$ cat src/rtl/seg7_pkg.sv
// seg7_pkg: shared hex-to-segment table and blank pattern for the 7-segment scan driver
package seg7_pkg;
  localparam logic [15:0][6:0] HEX_SEG = {
    7'h71, 7'h79, 7'h5E, 7'h39, 7'h7C, 7'h77, 7'h6F, 7'h7F,
    7'h07, 7'h7D, 7'h6D, 7'h66, 7'h4F, 7'h5B, 7'h06, 7'h3F
  };
  localparam logic [7:0] SEG_OFF = 8'hFF;
endpackage

$ cat src/rtl/seg7_scan_driver_if.sv
// seg7_scan_driver_if: value/control inputs and segment/select outputs of one display bank
interface seg7_scan_driver_if #(
  parameter int DIGITS = 4,
  parameter int BRIGHT_W = 4
);
  logic [4*DIGITS-1:0] value;
  logic [DIGITS-1:0] dp;
  logic [DIGITS-1:0] digit_en;
  logic lz_blank;
  logic [BRIGHT_W-1:0] brightness;
  logic [7:0] seg;
  logic [DIGITS-1:0] sel;
  logic frame_start;
  modport master(output value, dp, digit_en, lz_blank, brightness, input seg, sel, frame_start);
  modport slave(input value, dp, digit_en, lz_blank, brightness, output seg, sel, frame_start);
endinterface

$ cat src/rtl/seg7_hex_decode.sv
// seg7_hex_decode: nibble to active-high a..g pattern (a on bit 0)
module seg7_hex_decode
  import seg7_pkg::*;
(
  input  logic [3:0] nibble,
  output logic [6:0] pattern
);
  assign pattern = HEX_SEG[nibble];
endmodule

$ cat src/rtl/seg7_scan_driver.sv
// seg7_scan_driver: multiplexed N-digit common-anode scanner with blanking, PWM and frame latching
module seg7_scan_driver
  import seg7_pkg::*;
#(
  parameter int DIGITS = 4,
  parameter int CLK_DIV = 100000,
  parameter int BLANK_CYCLES = 1000,
  parameter int BRIGHT_W = 4
) (
  input logic clk,
  input logic rst,
  seg7_scan_driver_if.slave bus
);
  localparam int CW = CLK_DIV > 1 ? $clog2(CLK_DIV) : 1;
  localparam int IW = DIGITS > 1 ? $clog2(DIGITS) : 1;
  logic [CW-1:0] slot;
  logic [IW-1:0] idx;
  logic [BRIGHT_W-1:0] pwm;
  logic [4*DIGITS-1:0] sh_value, v;
  logic [DIGITS-1:0] sh_dp, sh_en, dp_e, en_e;
  logic sh_lz, lz, frame, zero_above, cur_dp, cur_en, cur_sup, pwm_on, lit;
  logic [3:0] nib;
  logic [6:0] pat;
  logic [7:0] seg_q;
  logic [DIGITS-1:0] sel_q;
  logic fs_q;
  assign frame = slot == '0 && idx == '0;
  // Bypass the shadows on the latch cycle so the whole frame sees one snapshot
  assign v = frame ? bus.value : sh_value;
  assign dp_e = frame ? bus.dp : sh_dp;
  assign en_e = frame ? bus.digit_en : sh_en;
  assign lz = frame ? bus.lz_blank : sh_lz;
  assign pwm_on = pwm < bus.brightness || &bus.brightness;
  always_comb begin
    zero_above = 1'b1;
    nib = 4'h0;
    cur_dp = 1'b0;
    cur_en = 1'b0;
    cur_sup = 1'b0;
    for (int i = DIGITS - 1; i >= 0; i--) begin
      zero_above = zero_above && v[4*i +: 4] == 4'h0;
      if (idx == IW'(i)) begin
        nib = v[4*i +: 4];
        cur_dp = dp_e[i];
        cur_en = en_e[i];
        cur_sup = lz && zero_above && i != 0;
      end
    end
  end
  seg7_hex_decode u_dec (.nibble(nib), .pattern(pat));
  assign lit = slot >= CW'(BLANK_CYCLES) && cur_en && !cur_sup && pwm_on;
  always_ff @(posedge clk or posedge rst) begin
    if (rst) begin
      slot <= '0;
      idx <= '0;
      pwm <= '0;
      sh_value <= '0;
      sh_dp <= '0;
      sh_en <= '0;
      sh_lz <= 1'b0;
      seg_q <= SEG_OFF;
      sel_q <= '1;
      fs_q <= 1'b0;
    end else begin
      slot <= slot == CW'(CLK_DIV - 1) ? '0 : slot + 1'b1;
      if (slot == CW'(CLK_DIV - 1)) idx <= idx == IW'(DIGITS - 1) ? '0 : idx + 1'b1;
      pwm <= pwm + 1'b1;
      if (frame) begin
        sh_value <= bus.value;
        sh_dp <= bus.dp;
        sh_en <= bus.digit_en;
        sh_lz <= bus.lz_blank;
      end
      fs_q <= frame;
      seg_q <= lit ? ~{cur_dp, pat} : SEG_OFF;
      sel_q <= lit ? ~(DIGITS'(1) << idx) : '1;
    end
  end
  assign bus.seg = seg_q;
  assign bus.sel = sel_q;
  assign bus.frame_start = fs_q;
endmodule

$ cat src/flat_wrapper.sv
// flat-port wrapper written by rule: the top's interface ports become plain ports
module seg7_scan_driver_flat import seg7_pkg::*;
#(
  parameter int DIGITS = 4,
  parameter int CLK_DIV = 100000,
  parameter int BLANK_CYCLES = 1000,
  parameter int BRIGHT_W = 4
)
  (clk, rst, bus_value, bus_dp, bus_digit_en, bus_lz_blank, bus_brightness, bus_seg, bus_sel, bus_frame_start);
  seg7_scan_driver_if #(.DIGITS(DIGITS), .BRIGHT_W(BRIGHT_W)) bus_i ();
  input logic clk;
  input logic rst;
  input wire logic [$bits(bus_i.value)-1:0] bus_value;
  input wire logic [$bits(bus_i.dp)-1:0] bus_dp;
  input wire logic [$bits(bus_i.digit_en)-1:0] bus_digit_en;
  input wire logic [$bits(bus_i.lz_blank)-1:0] bus_lz_blank;
  input wire logic [$bits(bus_i.brightness)-1:0] bus_brightness;
  output wire logic [$bits(bus_i.seg)-1:0] bus_seg;
  output wire logic [$bits(bus_i.sel)-1:0] bus_sel;
  output wire logic [$bits(bus_i.frame_start)-1:0] bus_frame_start;
  assign bus_i.value = bus_value;
  assign bus_i.dp = bus_dp;
  assign bus_i.digit_en = bus_digit_en;
  assign bus_i.lz_blank = bus_lz_blank;
  assign bus_i.brightness = bus_brightness;
  assign bus_seg = bus_i.seg;
  assign bus_sel = bus_i.sel;
  assign bus_frame_start = bus_i.frame_start;
  seg7_scan_driver #(.DIGITS(DIGITS), .CLK_DIV(CLK_DIV), .BLANK_CYCLES(BLANK_CYCLES), .BRIGHT_W(BRIGHT_W)) u_core (.clk(clk), .rst(rst), .bus(bus_i));
endmodule
$ cat config.mk
export PLATFORM = sky130hd
export DESIGN_NAME = seg7_scan_driver_flat
export DESIGN_NICKNAME = d
export VERILOG_FILES = /design/src/rtl/seg7_pkg.sv /design/src/rtl/seg7_scan_driver_if.sv /design/src/rtl/seg7_hex_decode.sv /design/src/rtl/seg7_scan_driver.sv /design/src/flat_wrapper.sv
export SDC_FILE = /design/constraint.sdc
export NUM_CORES = 1
export LEC_CHECK = 0
export CAP_MARGIN = 20
export CORE_UTILIZATION = 31
export CTS_CLUSTER_DIAMETER = 120
export DETAILED_ROUTE_END_ITERATION = 12
export PLACE_DENSITY = 0.48
export SLEW_MARGIN = 20
export SYNTH_ARGS = -nofsm -noshare
export SYNTH_HDL_FRONTEND = slang
export SYNTH_SLANG_ARGS = --single-unit
$ cat constraint.sdc
create_clock -name clk -period 5.55 [get_ports clk]
set_input_delay 1.11 -clock clk [delete_from_list [all_inputs] [get_ports clk]]
set_output_delay 1.11 -clock clk [all_outputs]
set_load 0.02 [all_outputs]
==> out/qor.txt, run 1 <==
status = finished clean
1st-iter DRT viols = 85
hold_buf cts = 0
Sw Pwr = 0.2251 mW
CP startpoint = u_core.idx[0]
IO Port Bufs = 43
Worst Setup EP = u_core.bus.seg[1]
CP Data Arrival Time = 4140 ps
top cells by area, synth = dfrtp_1, dfstp_2, ha_1
Core Region = 9864 µm²
Worst Tran Pin Value = 566.2 ps
ys flop type = dfrtp_1
share of the synthesized area in the top cell type = 0.3843
largest net degree at the start of global routing = 45
Die Y = 103.5 µm
clk sinks = 61
WL/cell = 14.04 µm
RSZ-0062 raised after global routing = no
DR vias = 2,386
Slew Viols, Final = 0
Reg-to-Reg Start = u_core.idx[0]
Final #Nets = 407
min-delay worst type = reg2reg
drt pass-1 iters = 4
vias in the first global route = 2,384
layout cells sized above 1 = 0.1370
CTS Root Cell = clkbuf_8
CP startpoint kind = flop
gp weighted congestion = 0.8031
# DRC = 0
clock skew = 13.95 ps
Achievable Freq = 255.2 MHz
worst flop-to-flop path endpoint = u_core.bus.seg[1]
total leakage power = 1.809 nW
Worst IR Drop VDD = 0.1476 mV
placed wire-length estimate = 5.054 mm
Pint = 0.7863 mW
Hold Slack = 469.1 ps
Syn Nets = 361
first-pass GRT wire length = 11.83 mm
critical path type = reg2reg
Overflow after GRT = 0
worst path required time = 5770 ps
Vias per Instance = 4.791
Tot GR Track Use = 0.1477
sequential share of the synthesized area = 0.4831
maximum fanout along the worst path = 21
initial antenna violation count = 0
Combinational Power Share = 0.064
antenna viol nets, final = 0
clock-pin slew on the worst setup and hold paths = 80 ps
Post-Synthesis Cell Area = 3191 µm²
flops & latches, synth = 61
max_slew headroom = 0.6196
Syn Area/Cell = 10.16 µm²
R2R depth = 13
Fin. Hold Viols = 0
Die W = 103.5 µm
post-synth top area cell = dfrtp_1
post-CTS resize count = 0
Cell Rows = 36
clock share of power = 0.483
share of synthesized registers carrying an async set or reset = 1.000
Area Growth Syn to Fin = 24.67%
setup violators final = 0
Netlist cell types = 52
hold path depth = 1
clk_lat worst skew = 350 ps
Max-Cap Viols = 0
flop2flop setup slack = 1630 ps
Post-Synthesis Cells = 314
Starting Density = 0.3234
Flop pwr share = 0.452
PwrDens = 254.3 nW/µm²
n_diodes = 0
Sw Ratio = 0.2226
number of flops mapped to enable cells by yosys = 0
Period minus WS final = 3918 ps
number of I/O pins = 44
die area = 10,700 µm²
Bufs on Longest Clock Path = 2
TritonCTS clock tree = built
CTS buffer count = 9
WL final = 6.991 mm
H-tree depth = 3
setup TNS = 0 ps
postcts setup bufs = 0
Critical Path Sink Type = flop
warnings from Yosys = 0
period utilization = 0.7060
[cell type report]
| class | instances | area, µm² |
|---|---|---|
| fillers | 961 | 5887 |
| well taps | 133 | 166.4 |
| clock inverters | 7 | 122.6 |
| multi-input cells | 217 | 1480 |
| flip-flops and latches | 61 | 1541 |
| inverters | 26 | 97.59 |
| clock buffers | 9 | 123.9 |
| repair buffers | 45 | 445.4 |
[power by group through the flow]
| stage | logic, mW | clock network (mW) | registers, mW |
|---|---|---|---|
| floorplan | 0.0321 | 0 | 0.464 |
| global placement | 0.0662 | 0 | 0.465 |
| detailed placement | 0.0658 | 0 | 0.465 |
| CTS | 0.0663 | 0.505 | 0.457 |
| global route | 0.0733 | 0.528 | 0.458 |
| finish | 0.0652 | 0.489 | 0.457 |
[flip-flops by register name (all words and copies together) (netlist names), 2 cells and up]
signal,flops
u_core.sh_dp,4
u_core.slot,17
u_core.idx,2
u_core.pwm,4
u_core.sh_value,16
u_core.sh_en,4
u_core.bus.sel,4
u_core.bus.seg,8
[cell usage in the layout (no fill, tap or decap), types with 4 or more instances in the layout]
| cell | synthesis | routed |
|---|---|---|
| dfrtp_1 | 49 | 49 |
| nand2_1 | 47 | 47 |
| clkdlybuf4s50_1 | 0 | 43 |
| inv_1 | 26 | 25 |
| nor2_1 | 16 | 16 |
| ha_1 | 16 | 16 |
| nand3_1 | 15 | 15 |
| dfstp_2 | 12 | 12 |
| xnor2_1 | 11 | 11 |
| a21oi_1 | 9 | 9 |
| clkbuf_8 | 0 | 9 |
| nor3_1 | 8 | 8 |
| o21ai_0 | 8 | 8 |
| mux2i_1 | 8 | 8 |
| mux2_2 | 7 | 7 |
| xor2_1 | 6 | 6 |
| and3_1 | 6 | 6 |
| nand4_1 | 4 | 4 |
| nor4_1 | 4 | 4 |
[cell families after synthesis]
kind of cell,share of synthesized area
muxes,0.04981
adders and majority gates,0.06274
AOI/OAI and AO/OA,0.1110
buffers and inverters,0.05294
xor gates and xnor gates,0.04667
DFF,0.4831
and+or+nand+nor,0.1937
[through the flow]
| step | cell area (µm²) | setup WS (ps) | power (mW) | instances | util |
|---|---|---|---|---|---|
| after global routing | 3978 | 1162 | 1.060 | 498 | 0.4032 |
| after CTS | 3978 | 1597 | 1.029 | 498 | 0.4032 |
| after detailed placement | 3731 | 1635 | 0.5312 | 482 | 0.3782 |
| final | 3978 | 1632 | 1.011 | 498 | 0.4032 |
| after floorplan | 3191 | 2586 | 0.4964 | 314 | - |
| after global placement | 3731 | 1796 | 0.5315 | 482 | 0.3782 |
[cells in the mapped netlist (5+ instances only)]
library cell / n
nor3_1: 8
mux2_2: 7
nand3_1: 15
and3_1: 6
xor2_1: 6
o21ai_0: 8
nor2_1: 16
mux2i_1: 8
clkbuf_1: 5
dfstp_2: 12
inv_1: 26
xnor2_1: 11
ha_1: 16
nand2_1: 47
a21oi_1: 9
dfrtp_1: 49
[critical path: stages (launching register included)]
cell	delay (ps)
dfrtp_1	420
inv_1	110
ha_1	520
nor3b_1	230
and4_1	370
nand2_2	360
mux2_2	420
o2bb2ai_1	130
o21ai_1	400
ha_1	330
a21oi_1	180
nand2_1	80
o211ai_1	100
o311ai_0	150
[worst min path at each step]
stage,startpoint,end
6_report,u_core.pwm[0],u_core.pwm[0]
5_1_grt,u_core.sh_dp[0],u_core.sh_dp[0]
4_1_cts,u_core.sh_en[1],u_core.sh_en[1]
3_5_place_dp,u_core.sh_en[1],u_core.sh_en[1]
3_3_place_gp,u_core.sh_en[1],u_core.sh_en[1]
2_1_floorplan,u_core.sh_en[1],u_core.sh_en[1]
[metal layers]
layer  GRT usage  vias to the layer above  routed length (µm)
met5           0                        -                   0
met4     0.03575                        0                  48
met3     0.04637                        4                 277
met2      0.2455                       54                3304
met1      0.1868                     1148                3361
li1            -                     1180                   -
(Power assumes the default switching activity.)
==> run 2, diff against run 1 <==
Clock period 5.55 ns to 3.8 ns, I/O delays scaled along.
==> run 2 against run 1 <==
Total power rose by 41%. Final cell count increased by 1.2%. Clock-buffer cell count increased by 3. Global-route usage rose by 0.48 points. Die area unchanged. Core utilization up 0.24 points. Worst setup slack got worse by 1100 ps. Critical path type unchanged.
==> out/qor.txt, run 2 (synthesis results as in run 1) <==
number of I/O pins = 44
IO Port Bufs = 43
CP startpoint kind = flop
Max-Cap Viols = 0
total leakage power = 1.837 nW
Slew Viols, Final = 0
n_diodes = 0
status = finished clean
commonest non-fill, non-tap cell in the layout = dfrtp_1
Final #Nets = 413
Cell Rows = 36
Hold EP = u_core.sh_dp[0]
most frequent cells in the layout = dfrtp_1, nand2_1, clkdlybuf4s50_1
Die W = 103.5 µm
1st-iter DRT viols = 87
CTS buffer count = 9
clock skew = 9.992 ps
Starting Density = 0.3234
worst flop-to-flop path endpoint = u_core.bus.seg[0]
clk_lat worst skew = 350 ps
Area Growth Syn to Fin = 25.41%
layout cells sized above 1 = 0.1482
critical path type = reg2reg
# DRC = 0
Worst IR Drop VDD = 0.1780 mV
largest register by flop count = u_core.slot
WL/cell = 14.34 µm
Period minus WS final = 3261 ps
hold path depth = 2
TritonCTS clock tree = built
min-delay worst type = reg2reg
Critical Path Sink Type = flop
post-CTS resize count = 0
setup violators final = 0
period utilization = 0.8582
max_slew headroom = 0.5899
Tot GR Track Use = 0.1525
initial antenna violation count = 0
CTS Root Cell = clkbuf_8
Bufs on Longest Clock Path = 2
CP Data Arrival Time = 3530 ps
Fin. Hold Viols = 0
maximum fanout along the worst path = 17
postcts setup bufs = 0
Vias per Instance = 4.712
gp weighted congestion = 0.8066
clk sinks = 61
largest net degree at the start of global routing = 25
Core Region = 9864 µm²
HP Start = u_core.sh_dp[0]
placed wire-length estimate = 5.203 mm
Worst Tran Pin Value = 610.4 ps
Die Y = 103.5 µm
hold_buf cts = 0
DR vias = 2,375
total power = 1.425 mW
R2R depth = 11
flop2flop setup slack = 540 ps
max reg flops = 17
antenna viol nets, final = 0
vias in the first global route = 2,392
PwrDens = 356.2 nW/µm²
drt pass-1 iters = 4
die area = 10,700 µm²
clock-pin slew on the worst setup and hold paths = 70 ps
setup TNS = 0 ps
H-tree depth = 3
Reg-to-Reg Start = u_core.idx[0]
first-pass GRT wire length = 12.01 mm
Achievable Freq = 306.6 MHz
Overflow after GRT = 0
worst path required time = 4070 ps
RSZ-0062 raised after global routing = no
WL final = 7.229 mm
## run 2: cell type report
class | count | area, µm²
fillers | 964 | 5863
flip-flops and latches | 61 | 1541
clock inverters | 4 | 70.07
clock buffers | 12 | 155.1
well taps | 133 | 166.4
inverters | 26 | 97.59
multi-input cells | 217 | 1480
repair buffers | 51 | 490.5
## run 2: per-stage QoR
stage / setup WS [ps] / instance area (µm²) / std cells / hold slack (ps) / util
3_3_place_gp: 578.3 / 3776 / 488 / 446.1 / 0.3828
2_1_floorplan: 836.2 / 3191 / 314 / 426.4 / -
5_1_grt: 139.7 / 4001 / 504 / 490.6 / 0.4056
3_5_place_dp: 523.0 / 3776 / 488 / 453.6 / 0.3828
4_1_cts: 500.6 / 4001 / 504 / 471.9 / 0.4056
6_report: 538.8 / 4001 / 504 / 466.2 / 0.4056
## run 2: per-layer routing
metal | global-route usage | vias to the layer above | wire, µm
met5 | 0 | - | 0
met4 | 0.05959 | 0 | 102
met3 | 0.03763 | 10 | 310
met2 | 0.2394 | 59 | 3338
met1 | 0.2023 | 1112 | 3478
li1 | - | 1194 | -
## run 2: worst max path at each step
stage / from / to / slack (ps) / cells after the start
final: u_core.idx[0] / u_core.bus.seg[0] / 540 / 11
after floorplan: u_core.idx[0] / u_core.bus.seg[1] / 840 / 15
after detailed placement: u_core.idx[0] / u_core.bus.seg[1] / 520 / 14
after global routing: u_core.slot[0] / u_core.bus.seg[1] / 140 / 14
after CTS: u_core.idx[0] / u_core.bus.seg[1] / 500 / 14
after global placement: u_core.idx[0] / u_core.bus.seg[0] / 580 / 11
## run 2: report_power, final
part | leakage, nW | internal [mW] | total, mW | switching, mW
clock | 0.116 | 0.403 | 0.661 | 0.258
combinational | 0.986 | 0.0479 | 0.0964 | 0.0485
sequential | 0.734 | 0.663 | 0.668 | 0.00468
## run 2: critical path: stages (launching register included)
cell     delay, ps
dfrtp_1        410
inv_1          120
ha_1           170
nor3b_1        160
and4_1         370
nand2_2        330
buf_4          270
and3_4         190
o41ai_4        530
nand4_1        310
a21oi_1        230
o31ai_1         80
==> run 3, diff against run 2 <==
==> constraint.sdc (replaced) <==
create_clock -name clk -period 3.8 [get_ports clk]
set_input_delay 0.38 -clock clk [delete_from_list [all_inputs] [get_ports clk]]
set_output_delay 0.38 -clock clk [all_outputs]
set_load 0.1 [all_outputs]
==> run 3 against run 2 <==
First-iteration DRC count shrank 4.6%. Non-clock buffer count is 4 lower. Worst setup slack got worse by 110 ps. Routed wire length is 1.1% lower. Final cell count shrank 0.79%. Design area shrank 1.9%. Clock skew fell by 4.4 ps. Hold slack lost 2.7 ps. Critical path depth increased by 2. Combinational power shrank 2%. Sequential share of layout area grew 0.76 points. Critical path type unchanged. Critical endpoint is now u_core.bus.seg[1]. Largest power group unchanged.
==> out/qor.txt, run 3 (synthesis results as in run 1) <==
status = finished clean
Critical Path Slowest Stage Cell = o21ai_1
die area = 10,700 µm²
clock share of power = 0.407
Overflow after GRT = 0
DR vias = 2,387
vias in the first global route = 2,430
PwrDens = 327.6 nW/µm²
Final #Nets = 409
H-tree depth = 3
1st-iter DRT viols = 83
HP Start = u_core.sh_dp[1]
max reg flops = 17
Die W = 103.5 µm
critical path type = reg2reg
CP Data Arrival Time = 3590 ps
first-pass GRT wire length = 11.93 mm
Period minus WS final = 3371 ps
commonest non-fill, non-tap cell in the layout = dfrtp_1
Reg-to-Reg Start = u_core.idx[0]
Die Y = 103.5 µm
Slew Viols, Final = 0
setup TNS = 0 ps
CTS buffer count = 9
RSZ-0062 raised after global routing = no
initial antenna violation count = 0
Worst Tran Pin Value = 977.3 ps
number of I/O pins = 44
Starting Density = 0.3234
WL/cell = 14.31 µm
Max-Cap Viols = 0
cell family with most CP delay = compound AO/OA/AOI/OAI gates
Combinational Power Share = 0.073
CP cell instances = inv_1 -> ha_1 -> nor3b_1 -> and4_1 -> nand2_2 -> mux2_2 -> o2bb2ai_1 -> o21ai_1 -> ha_1 -> a21oi_1 -> nand2_1 -> o211ai_1 -> o311ai_0
CP most frequent cell = ha_1
antenna viol nets, final = 0
hold path depth = 2
Achievable Freq = 296.6 MHz
slowest stage delay, CP = 430 ps
hold_buf cts = 0
Cell Rows = 36
# DRC = 0
WL final = 7.153 mm
CP startpoint kind = flop
Critical Path Sink Type = flop
placed wire-length estimate = 5.086 mm
largest register by flop count = u_core.slot
IO Port Bufs = 43
total power = 1.285 mW
min-delay worst type = reg2reg
n_diodes = 0
Hold EP = u_core.sh_dp[1]
fill cell count = 1,014
area of the multi-input gates = 1480 µm²
gp weighted congestion = 0.7759
Bufs on Longest Clock Path = 2
Sw Ratio = 0.2384
Pint = 0.9789 mW
clk_lat worst skew = 340 ps
register area = 1541 µm²
most frequent cells in the layout = dfrtp_1, nand2_1, clkdlybuf4s50_1
drt pass-1 iters = 4
worst path required time = 4020 ps
period utilization = 0.8872
Sw Pwr = 0.3065 mW
largest net degree at the start of global routing = 43
total leakage power = 1.794 nW
TritonCTS clock tree = built
R2R depth = 13
setup violators final = 0
Worst IR Drop VDD = 0.1617 mV
postcts setup bufs = 0
Fin. Hold Viols = 0
clk sinks = 61
post-CTS resize count = 0
flop2flop setup slack = 430 ps
Vias per Instance = 4.774
maximum fanout along the worst path = 11
CTS Root Cell = clkbuf_8
worst flop-to-flop path endpoint = u_core.bus.seg[1]
buffer and inverter count on the worst path = 1
Area Growth Syn to Fin = 22.98%
max_slew headroom = 0.3464
Flop pwr share = 0.520
Core Region = 9864 µm²
Tot GR Track Use = 0.1478
clock skew = 5.577 ps
clock-pin slew on the worst setup and hold paths = 70 ps
layout cells sized above 1 = 0.1390
## run 3: power groups by stage
stage               registers (mW)  clock network (mW)  logic (mW)
CTS                          0.668               0.543      0.0961
floorplan                    0.678                   0      0.0468
detailed placement           0.680                   0      0.0956
global route                 0.669               0.570       0.106
global placement             0.680                   0      0.0960
finish                       0.668               0.523      0.0945
## run 3: how the worst max path moves through the flow
stage                         to           start  cells after the start  slack [ps]
2_1_floorplan  u_core.bus.seg[1]   u_core.idx[0]                     15         840
3_3_place_gp   u_core.bus.seg[5]   u_core.idx[0]                     14         470
3_5_place_dp   u_core.bus.seg[1]   u_core.idx[0]                     13         410
4_1_cts        u_core.bus.seg[1]   u_core.idx[0]                     13         400
5_1_grt        u_core.bus.seg[3]  u_core.slot[0]                     14           3
6_report       u_core.bus.seg[1]   u_core.idx[0]                     13         430
## run 3: stage by stage
stage                     cell area, µm²    util  std cells  hold slack (ps)  setup WS, ps
after floorplan                     3191       -        314            426.4         836.2
after global placement              3746  0.3798        484            440.8         471.3
after detailed placement            3746  0.3798        484            449.6         407.5
after CTS                           3924  0.3978        500            468.3         395.0
after global routing                3924  0.3978        500            478.1         3.002
final                               3924  0.3978        500            463.5         428.8
## run 3: tightest hold or removal path, cell delays in order, from the launching register on
cell and delay [ps]:
dfrtp_1 320, nand2_1 40, nand2_1 60
## run 3: layout make-up
| cell class | instances | area share |
|---|---|---|
| Clock buffer | 12 | 0.03954 |
| Clock inverter | 4 | 0.005740 |
| Inverter | 26 | 0.02487 |
| Multi-Input combinational cell | 217 | 0.3772 |
| Sequential cell | 61 | 0.3929 |
| Tap cell | 133 | 0.04241 |
| Timing Repair Buffer | 47 | 0.1173 |
## run 3: metal layers
metal / global-route usage / wire length [µm] / vias to the layer above
li1: - / - / 1185
met1: 0.1873 / 3382 / 1147
met2: 0.2506 / 3392 / 50
met3: 0.03562 / 344 / 5
met4: 0.04225 / 34 / 0
met5: 0 / 0 / -
